`src/rtl/mul_pkg.sv`:
```
// Shared types, widths and arithmetic helpers for the sequential multiply controller.
package mul_pkg;

  localparam int OP_W              = 32;
  localparam int RES_W             = 64;
  localparam int SETTLE_CYCLES_DEF = 2;

  typedef logic [1:0] state_t;

  localparam state_t ST_IDLE = 2'd0;
  localparam state_t ST_WAIT = 2'd1;
  localparam state_t ST_FIX  = 2'd2;
  localparam state_t ST_DONE = 2'd3;

  function automatic logic [OP_W-1:0] abs32(input logic is_signed, input logic [OP_W-1:0] v);
    logic [OP_W-1:0] r;
    if (is_signed && v[OP_W-1]) begin
      r = ~v + 32'd1;
    end else begin
      r = v;
    end
    return r;
  endfunction

  function automatic logic [RES_W-1:0] neg64(input logic [RES_W-1:0] v);
    return ~v + 64'd1;
  endfunction

endpackage

```
`src/rtl/mul_seq_ctrl_if.sv`:
```
// Issue, core and writeback signals of the multiply controller; slave is the controller's view.
interface mul_seq_ctrl_if;
  import mul_pkg::*;

  logic             in_valid;
  logic             in_ready;
  logic             in_signed;
  logic [OP_W-1:0]  in_a;
  logic [OP_W-1:0]  in_b;
  logic             flush;
  logic [OP_W-1:0]  core_a;
  logic [OP_W-1:0]  core_b;
  logic [RES_W-1:0] core_p;
  logic             out_valid;
  logic             out_ready;
  logic [OP_W-1:0]  out_hi;
  logic [OP_W-1:0]  out_lo;

  modport slave (
    input  in_valid, in_signed, in_a, in_b, flush, core_p, out_ready,
    output in_ready, core_a, core_b, out_valid, out_hi, out_lo
  );

  modport master (
    output in_valid, in_signed, in_a, in_b, flush, core_p, out_ready,
    input  in_ready, core_a, core_b, out_valid, out_hi, out_lo
  );

endinterface

```
`src/rtl/mul_sign_fix.sv`:
```
// Operand magnitudes and result sign for a signed/unsigned multiply request.
module mul_sign_fix
  import mul_pkg::*;
(
  input  logic            i_signed,
  input  logic [OP_W-1:0] i_a,
  input  logic [OP_W-1:0] i_b,
  output logic [OP_W-1:0] o_abs_a,
  output logic [OP_W-1:0] o_abs_b,
  output logic            o_neg
);

  assign o_abs_a = abs32(i_signed, i_a);
  assign o_abs_b = abs32(i_signed, i_b);
  assign o_neg   = i_signed & (i_a[OP_W-1] ^ i_b[OP_W-1]);

endmodule

```
`src/rtl/mul_seq_ctrl.sv`:
```
// Sequential control around an external combinational 32x32 multiplier core.
// Optional MUL_ZERO_BYPASS_EN: zero operands skip the core and complete on the accept edge.
module mul_seq_ctrl
  import mul_pkg::*;
#(
  parameter int SETTLE_CYCLES = SETTLE_CYCLES_DEF
)
(
  input logic           clk,
  input logic           rst,
  mul_seq_ctrl_if.slave bus
);

  localparam logic [3:0] CNT_INIT = 4'(SETTLE_CYCLES - 1);

  state_t           r_state;
  logic [3:0]       r_cnt;
  logic             r_neg;
  logic [RES_W-1:0] r_prod;
  logic [OP_W-1:0]  r_core_a;
  logic [OP_W-1:0]  r_core_b;
  logic [OP_W-1:0]  r_out_hi;
  logic [OP_W-1:0]  r_out_lo;
  logic             r_out_valid;

  logic [OP_W-1:0]  w_abs_a;
  logic [OP_W-1:0]  w_abs_b;
  logic             w_neg;

  mul_sign_fix u_sign_fix (
    .i_signed (bus.in_signed),
    .i_a      (bus.in_a),
    .i_b      (bus.in_b),
    .o_abs_a  (w_abs_a),
    .o_abs_b  (w_abs_b),
    .o_neg    (w_neg)
  );

`ifdef MUL_ZERO_BYPASS_EN
  logic w_zero;
  assign w_zero = (bus.in_a == 32'd0) || (bus.in_b == 32'd0);
`endif

  assign bus.in_ready  = (r_state == ST_IDLE);
  assign bus.core_a    = r_core_a;
  assign bus.core_b    = r_core_b;
  assign bus.out_valid = r_out_valid;
  assign bus.out_hi    = r_out_hi;
  assign bus.out_lo    = r_out_lo;

  // Flush wins over both accept and out_ready; result registers keep their last value.
  always_ff @(posedge clk or posedge rst) begin
    if (rst) begin
      r_state     <= ST_IDLE;
      r_cnt       <= 4'd0;
      r_neg       <= 1'b0;
      r_prod      <= 64'd0;
      r_core_a    <= 32'd0;
      r_core_b    <= 32'd0;
      r_out_hi    <= 32'd0;
      r_out_lo    <= 32'd0;
      r_out_valid <= 1'b0;
    end else if (bus.flush) begin
      r_state     <= ST_IDLE;
      r_out_valid <= 1'b0;
    end else begin
      case (r_state)
        ST_IDLE: begin
          if (bus.in_valid) begin
            r_core_a <= w_abs_a;
            r_core_b <= w_abs_b;
            r_neg    <= w_neg;
            r_cnt    <= CNT_INIT;
`ifdef MUL_ZERO_BYPASS_EN
            if (w_zero) begin
              r_out_hi    <= 32'd0;
              r_out_lo    <= 32'd0;
              r_out_valid <= 1'b1;
              r_state     <= ST_DONE;
            end else begin
              r_state <= ST_WAIT;
            end
`else
            r_state <= ST_WAIT;
`endif
          end
        end
        ST_WAIT: begin
          if (r_cnt != 4'd0) begin
            r_cnt <= r_cnt - 4'd1;
          end else begin
            r_prod  <= bus.core_p;
            r_state <= ST_FIX;
          end
        end
        ST_FIX: begin
          {r_out_hi, r_out_lo} <= r_neg ? neg64(r_prod) : r_prod;
          r_out_valid          <= 1'b1;
          r_state              <= ST_DONE;
        end
        ST_DONE: begin
          if (bus.out_ready) begin
            r_out_valid <= 1'b0;
            r_state     <= ST_IDLE;
          end
        end
        default: begin
          r_state <= ST_IDLE;
        end
      endcase
    end
  end

endmodule
```
`src/flat_wrapper.sv`:
```
// flat-port wrapper written by rule: the top's interface ports become plain ports
module mul_seq_ctrl_flat import mul_pkg::*;
#(
  parameter int SETTLE_CYCLES = SETTLE_CYCLES_DEF
)
  (clk, rst, bus_in_valid, bus_in_signed, bus_in_a, bus_in_b, bus_flush, bus_core_p, bus_out_ready, bus_in_ready, bus_core_a, bus_core_b, bus_out_valid, bus_out_hi, bus_out_lo);
  mul_seq_ctrl_if bus_i ();
  input logic clk;
  input logic rst;
  input wire logic [$bits(bus_i.in_valid)-1:0] bus_in_valid;
  input wire logic [$bits(bus_i.in_signed)-1:0] bus_in_signed;
  input wire logic [$bits(bus_i.in_a)-1:0] bus_in_a;
  input wire logic [$bits(bus_i.in_b)-1:0] bus_in_b;
  input wire logic [$bits(bus_i.flush)-1:0] bus_flush;
  input wire logic [$bits(bus_i.core_p)-1:0] bus_core_p;
  input wire logic [$bits(bus_i.out_ready)-1:0] bus_out_ready;
  output wire logic [$bits(bus_i.in_ready)-1:0] bus_in_ready;
  output wire logic [$bits(bus_i.core_a)-1:0] bus_core_a;
  output wire logic [$bits(bus_i.core_b)-1:0] bus_core_b;
  output wire logic [$bits(bus_i.out_valid)-1:0] bus_out_valid;
  output wire logic [$bits(bus_i.out_hi)-1:0] bus_out_hi;
  output wire logic [$bits(bus_i.out_lo)-1:0] bus_out_lo;
  assign bus_i.in_valid = bus_in_valid;
  assign bus_i.in_signed = bus_in_signed;
  assign bus_i.in_a = bus_in_a;
  assign bus_i.in_b = bus_in_b;
  assign bus_i.flush = bus_flush;
  assign bus_i.core_p = bus_core_p;
  assign bus_i.out_ready = bus_out_ready;
  assign bus_in_ready = bus_i.in_ready;
  assign bus_core_a = bus_i.core_a;
  assign bus_core_b = bus_i.core_b;
  assign bus_out_valid = bus_i.out_valid;
  assign bus_out_hi = bus_i.out_hi;
  assign bus_out_lo = bus_i.out_lo;
  mul_seq_ctrl #(.SETTLE_CYCLES(SETTLE_CYCLES)) u_core (.clk(clk), .rst(rst), .bus(bus_i));
endmodule
```
`config.mk`:
```
export PLATFORM = sky130hd
export DESIGN_NAME = mul_seq_ctrl_flat
export DESIGN_NICKNAME = d
export VERILOG_FILES = /design/src/rtl/mul_pkg.sv /design/src/rtl/mul_seq_ctrl_if.sv /design/src/rtl/mul_sign_fix.sv /design/src/rtl/mul_seq_ctrl.sv /design/src/flat_wrapper.sv
export SDC_FILE = /design/constraint.sdc
export NUM_CORES = 1
export LEC_CHECK = 0
export BUFFER_PORTS_ARGS = -buffer_cell sky130_fd_sc_hd__buf_2
export CORE_UTILIZATION = 30
export CTS_BUF_LIST = sky130_fd_sc_hd__clkbuf_4
export DETAILED_ROUTE_END_ITERATION = 8
export HOLD_SLACK_MARGIN = 0.08
export PLACE_DENSITY = 0.5
export RECOVER_POWER = 100
export SLEW_MARGIN = 20
export SYNTH_ARGS = -nofsm -noshare
export SYNTH_HDL_FRONTEND = slang
export SYNTH_SLANG_ARGS = --single-unit
```
`constraint.sdc`:
```
create_clock -name clk -period 7.9 [get_ports clk]
set_input_delay 2.37 -clock clk [delete_from_list [all_inputs] [get_ports clk]]
set_output_delay 2.37 -clock clk [all_outputs]
set_load 0.02 [all_outputs]
```
==> flow_summary.toml, run 1 <==
[clock_tree]
clockBufferDepth = 2
holdBufCountCts = 0
cts_setup_buffers = 0
cts.sinks = 200
insertion_delay_ns = 0.64
cts_buffers = 17
cts_tree = "yes"
cts-resized-gates = 0
cts.reportedPaths.clkPinSlew_ns = 0.16
htree_levels = 4
cts-root-buf = "clkbuf_4"

[yosys]
ys_seq_area_frac = 0.493
synth_fp_nets = 1170
ys_async_sr_fraction = 1.00
synthesis.area_sq_um = 10100
synth_cells = 1026
synth_cell_types = 50
synth_area_leader_cell = "dfrtp_1"
yosys.area.top_type_share = 0.493
synth-seq-cells = 200
synth_warnings = 0
syn_area_per_cell_sq_um = 9.89
synth-edff-count = 0
synthFlopType = "dfrtp_1"
synth_area_leaders = "dfrtp_1, mux2_2, xor2_1"

[floorplanning]
ios = 264
core_area_sq_um = 32900
start_util = 0.309
die_h_um = 186
fp.dieArea_sq_um = 34600
rows = 66
die_w_um = 186

[global_route]
grt_pass1_wl_mm = 46.1
overflow = 0
grt_max_degree = 113
grt.total_usage = 0.173
antenna_found_initial = 6
grt_pass1_vias = 8168

[pwr]
peakVddDrop_mv = 0.162
power_density_nw_per_um2 = 358
p_sw_frac = 0.457
seqPwrFrac = 0.452
p_int_mw = 2.32
p_leak_nw = 5.02
p_comb_frac = 0.419
pwr-share-clk = 0.129
p_switching_mw = 1.95

[final_layout]
drive_gt1_frac = 0.189
final_cells = 1711
areaGrowthSynthToFinish_pct = 17.6
nets = 1399
final_common_cell = "dfrtp_1"
final_cell_mix = "dfrtp_1, nand2_1, o21ai_0"

[worst_setup_path]
worstSetupEndpointType = "register"
criticalPathCategory = "input port to register"
r2r-start = "u_core.r_cnt[0]$_DFFE_PP0P_"
cp.arrival_ns = 5.77
start_kind = "input port"
worstPathRequired_ns = 8.41
startpoint = "bus_flush"
crit_fanout = 34
rrSetupSlack_ns = 3.30

[placed_design]
portBuffers = 263
place_hpwl_mm = 21.2
dp_cells = 1678
gp_congestion = 0.819

[outcome]
status = "finished, violations left"
violations = "capacitance limit, slew limit"

[min_path]
hp-class = "register to register"
holdCritStartpoint = "u_core.bus.core_b[14]$_DFFE_PP0P_"

[timing]
tightest_slew_ns = 3.77
maxClockFrequency_mhz = 190
setup_violations = 0
drv_slew = 177
min_period_ns = 5.26
tns_ns = 0
grt_setup_unrepaired = "false"
post-route-period-util = 0.666
clock_skew_ns = 0.0355
relSlewSlack = -1.52
hold_viol = 0

[routing]
drt_pass1_iterations = 4
wl_mm = 28.8
drtIter0Drc = 510
drc = 0
drt.antenna.violating_nets = 0
wl_per_cell_um = 16.8
drt-vias-per-instance = 4.78
vias = 8180

[flow_run]
drv_cap = 3
-- stage by stage --
step | hold WS (ns) | setup slack (ns) | util | cell area (sq um) | power [mW]
2_1_floorplan | 0.501 | 0.0760 | - | 10100 | 3.18
3_3_place_gp | 0.457 | 3.21 | 0.361 | 11900 | 3.84
3_5_place_dp | 0.465 | 3.23 | 0.361 | 11900 | 3.87
4_1_cts | 0.502 | 3.80 | 0.369 | 12100 | 4.44
5_1_grt | 0.527 | 2.12 | 0.363 | 11900 | 4.66
6_report | 0.499 | 2.64 | 0.363 | 11900 | 4.27
-- final cells by class --
type,count,area [sq um]
Fill cell,3557,20900
Multi-Input combinational cell,748,4840
Clock inverter,14,138
Sequential cell,200,5010
Tap cell,442,553
Antenna cell,2,5.00
Clock buffer,17,128
Inverter,20,76.3
Timing Repair Buffer,268,1180
-- power groups by stage --
stage | Clock [mW] | Sequential (mW) | Combinational [mW]
after floorplan | 0 | 2.17 | 1.02
after global placement | 0 | 1.93 | 1.91
after detailed placement | 0 | 1.94 | 1.93
after CTS | 0.591 | 1.92 | 1.93
after global routing | 0.626 | 2.01 | 2.02
final | 0.552 | 1.93 | 1.79
-- critical path: stages --
cell	delay, ns
clkbuf_1	0.18
nor2_1	2.10
buf_4	0.70
mux2_2	0.39
-- worst paths after layout --
kind                                                          end  cells after the start
max in group asynchronous                u_core.r_neg$_DFFE_PP0P_                      3
worst min-delay path            u_core.bus.core_b[14]$_DFFE_PP0P_                      2
worst max register to register      u_core.r_prod[34]$_DFFE_PP0P_                      7
min in group asynchronous        u_core.bus.core_a[5]$_DFFE_PP0P_                      2
worst max-delay path                u_core.r_prod[34]$_DFFE_PP0P_                      4
worst min register to register  u_core.bus.core_b[14]$_DFFE_PP0P_                      2
-- sequential cells by signal, summed over array words and instances, names as in the netlist --
| name | count |
|---|---|
| u_core.r_prod | 64 |
| u_core.r_state | 2 |
| u_core.r_cnt | 4 |
| u_core.bus.out_hi | 32 |
| u_core.r_neg | 1 |
| u_core.bus.core_a | 32 |
| u_core.bus.core_b | 32 |
| u_core.bus.out_valid | 1 |
| u_core.bus.out_lo | 32 |
-- Yosys cell counts, drive strengths merged (19+ instances only) --
cell type  count
nor2          48
inv           20
dfrtp        200
o41ai         21
clkbuf        53
nand2        157
xnor2         42
o31ai         30
o21ai        146
a21oi         22
or4           19
xor2          79
mux2          62
-- logic make-up after synthesis --
family / share of synthesized area
buf+inv: 0.0291
mux: 0.0718
xor+xnor: 0.104
fa+ha+maj: 0.0123
compound gates: 0.140
flops: 0.493
simple gates: 0.149
-- layer usage --
metal | wire, um | GRT usage | share of wire
met1 | 13500 | 0.229 | 0.47
met2 | 12600 | 0.267 | 0.44
met3 | 2190 | 0.0571 | 0.076
met4 | 467 | 0.0505 | 0.016
met5 | 50 | 0 | 0.0017
Power figures use the tool's default switching activity.
==> run 2: changes to the inputs <==
Settings changed: ABC_AREA from default to 1, PLACE_DENSITY 0.5 to 0.47.
Clock period 7.9 ns to 5.05 ns, I/O delays scaled along.
==> flow_summary.toml, run 2 <==
[worst_setup_path]
r2r-start = "u_core.r_cnt[0]$_DFFE_PP0P_"
path_buf_inv = 2
critPathMaxStageDelay_ns = 1.55
worstSetupEndpointType = "register"
reg2reg_depth = 7
rrSetupSlack_ns = 1.87
crit_fanout = 59
cp.arrival_ns = 4.12
crit_end = "u_core.r_prod[14]$_DFFE_PP0P_"
crit_chain = "clkbuf_1 -> nor2_1 -> nand2_1 -> buf_12 -> mux2_1"
startpoint = "bus_flush"
criticalPathCategory = "input port to register"
r2r_end = "u_core.r_prod[14]$_DFFE_PP0P_"
worstPathRequired_ns = 5.61
start_kind = "input port"
worst_path_max_delay_cell = "nand2_1"
worstSetupPathDepth = 5
crit_family = "simple AND/OR/NAND/NOR gates"

[timing]
min_period_ns = 3.56
grt_setup_unrepaired = "false"
post-route-period-util = 0.705
holdWs_ns = 0.495
tns_ns = 0
hold_viol = 0
tightest_slew_ns = 2.17
relSlewSlack = -0.453
drv_slew = 202
maxClockFrequency_mhz = 281
clock_skew_ns = 0.0423
setup_violations = 0
fin_ws_ns = 1.49

[yosys]
synth-edff-count = 0
synth_fp_nets = 1762
yosysMostFrequentCell = "nand2_1"
ys_async_sr_fraction = 1.00
synth_area_leaders = "dfrtp_1, nand2_1, nor2_1"
synthesis.area_sq_um = 11500
synth_cell_types = 38
syn_area_per_cell_sq_um = 7.12
synth_common_cells = "nand2_1, nor2_1, dfrtp_1"
ys_seq_area_frac = 0.434
synth_warnings = 0
synth_area_leader_cell = "dfrtp_1"
yosys.area.top_type_share = 0.434
synth-seq-cells = 200
synth_cells = 1618
synthFlopType = "dfrtp_1"

[min_path]
min_delay_path_depth = 2
hp-class = "register to register"

[final_layout]
regMostFlops = "u_core.r_prod"
multiInputGateArea_sq_um = 5720
nets = 2002
final_common_cell = "nand2_1"
final_cells = 2384
areaGrowthSynthToFinish_pct = 16.5
final_cell_mix = "nand2_1, nor2_1, dfrtp_1"
nFillCells = 4192
ff_latch_area_sq_um = 5010
final_util = 0.355
largest_reg_flops = 64
drive_gt1_frac = 0.119

[pwr]
p_leak_nw = 6.54
power_density_nw_per_um2 = 527
p_sw_frac = 0.487
peakVddDrop_mv = 0.179
p_int_mw = 3.63
p_switching_mw = 3.44
p_comb_frac = 0.458
seqPwrFrac = 0.412
pwr-share-clk = 0.130

[clock_tree]
cts.reportedPaths.clkPinSlew_ns = 0.18
cts_buffers = 17
clockBufferDepth = 2
cts-root-buf = "clkbuf_4"
cts_tree = "yes"
insertion_delay_ns = 0.66
cts_setup_buffers = 0
cts.sinks = 200
htree_levels = 4
cts-resized-gates = 0
holdBufCountCts = 0

[global_route]
overflow = 0
grt.total_usage = 0.204
antenna_found_initial = 5
grt_max_degree = 75
grt_pass1_wl_mm = 60.8
grt_pass1_vias = 10900

[floorplanning]
ios = 264
rows = 71
start_util = 0.305
core_area_sq_um = 37800
fp.dieArea_sq_um = 39200
die_w_um = 198
die_h_um = 198

[placed_design]
place_hpwl_mm = 30.4
portBuffers = 263
dp_cells = 2350
gp_congestion = 0.890
dp_slack_ns = 1.66

[routing]
wl_mm = 38.9
drt-vias-per-instance = 4.61
drc = 0
drt.antenna.violating_nets = 0
drt_pass1_iterations = 5
vias = 11000
wl_per_cell_um = 16.3
drtIter0Drc = 522

[outcome]
status = "finished, violations left"
violations = "capacitance limit, slew limit"

[flow_run]
drv_cap = 3
## run 2: changes by cell type after synthesis, moves of 28 or more
| cell | delta |
|---|---|
| xnor2_1 | -41 |
| nor2_1 | +185 |
| mux2_2 | -60 |
| a21oi_1 | +46 |
| buf_2 | +28 |
| o21ai_0 | -30 |
| clkbuf_1 | -37 |
| xor2_1 | -29 |
| o31ai_1 | -29 |
| nand2_1 | +339 |
| nand3_1 | +155 |
| inv_1 | +117 |
## run 2: power by group through the flow
stage	Sequential, mW	Combinational [mW]	Clock [mW]
6_report	2.92	3.24	0.917
3_3_place_gp	2.93	3.42	0
3_5_place_dp	2.93	3.46	0
2_1_floorplan	3.41	1.72	0
5_1_grt	3.02	3.69	1.02
4_1_cts	2.91	3.47	0.967
## run 2: worst register-to-register path, cell delays in order (launching register included)
cell,delay [ns]
dfrtp_1,0.42
inv_1,0.10
ha_1,0.15
nand3_1,0.13
nor2_1,0.12
nand2_1,1.18
buf_12,0.67
mux2_1,0.34
## run 2: cells by family (layout without fill, tap and decap cells)
| family | count (synthesis) | after routing | share of synthesized area |
|---|---|---|---|
| buffers and inverters | 198 | 451 | 0.0694 |
| AO/OA/AOI/OAI | 198 | 198 | 0.0935 |
| other | 0 | 2 | 0 |
| AND/OR/NAND/NOR | 950 | 950 | 0.342 |
| flip-flops | 200 | 200 | 0.434 |
| multiplexers | 11 | 11 | 0.0108 |
| XOR/XNOR | 51 | 51 | 0.0388 |
| adder cells (fa/ha/maj) | 10 | 10 | 0.0109 |
## run 2: how the worst min path moves through the flow
stage                                       from                           endpoint  slack, ns
6_report        u_core.bus.out_hi[6]$_DFFE_PP0P_   u_core.bus.out_hi[6]$_DFFE_PP0P_       0.50
5_1_grt         u_core.bus.out_hi[3]$_DFFE_PP0P_   u_core.bus.out_hi[3]$_DFFE_PP0P_       0.52
4_1_cts         u_core.bus.out_hi[8]$_DFFE_PP0P_   u_core.bus.out_hi[8]$_DFFE_PP0P_       0.50
3_5_place_dp   u_core.bus.core_b[25]$_DFFE_PP0P_  u_core.bus.core_b[25]$_DFFE_PP0P_       0.46
3_3_place_gp    u_core.bus.out_hi[6]$_DFFE_PP0P_   u_core.bus.out_hi[6]$_DFFE_PP0P_       0.46
2_1_floorplan        u_core.r_cnt[0]$_DFFE_PP0P_        u_core.r_cnt[0]$_DFFE_PP0P_       0.46
## run 2: through the flow
step                      power, mW  area, sq um
after floorplan                5.13        11500
after global placement         6.35        13400
after detailed placement       6.39        13400
after CTS                      7.34        13600
after global routing           7.74        13400
final                          7.07        13400
## run 2: cell type report
class                           instances  area share
Multi-Input combinational cell       1220       0.426
Sequential cell                       200       0.373
Timing Repair Buffer                  274      0.0916
Tap cell                              511      0.0476
Inverter                              145      0.0406
Clock buffer                           20      0.0112
Clock inverter                         12     0.00942
Antenna cell                            2    0.000373
## run 2: layer usage
metal	global-route usage	vias to the layer above	wire length, um
met3	0.0531	52	2360
met1	0.254	5059	17300
met2	0.341	263	18300
li1	-	5620	-
met4	0.0692	6	917
met5	0	-	37
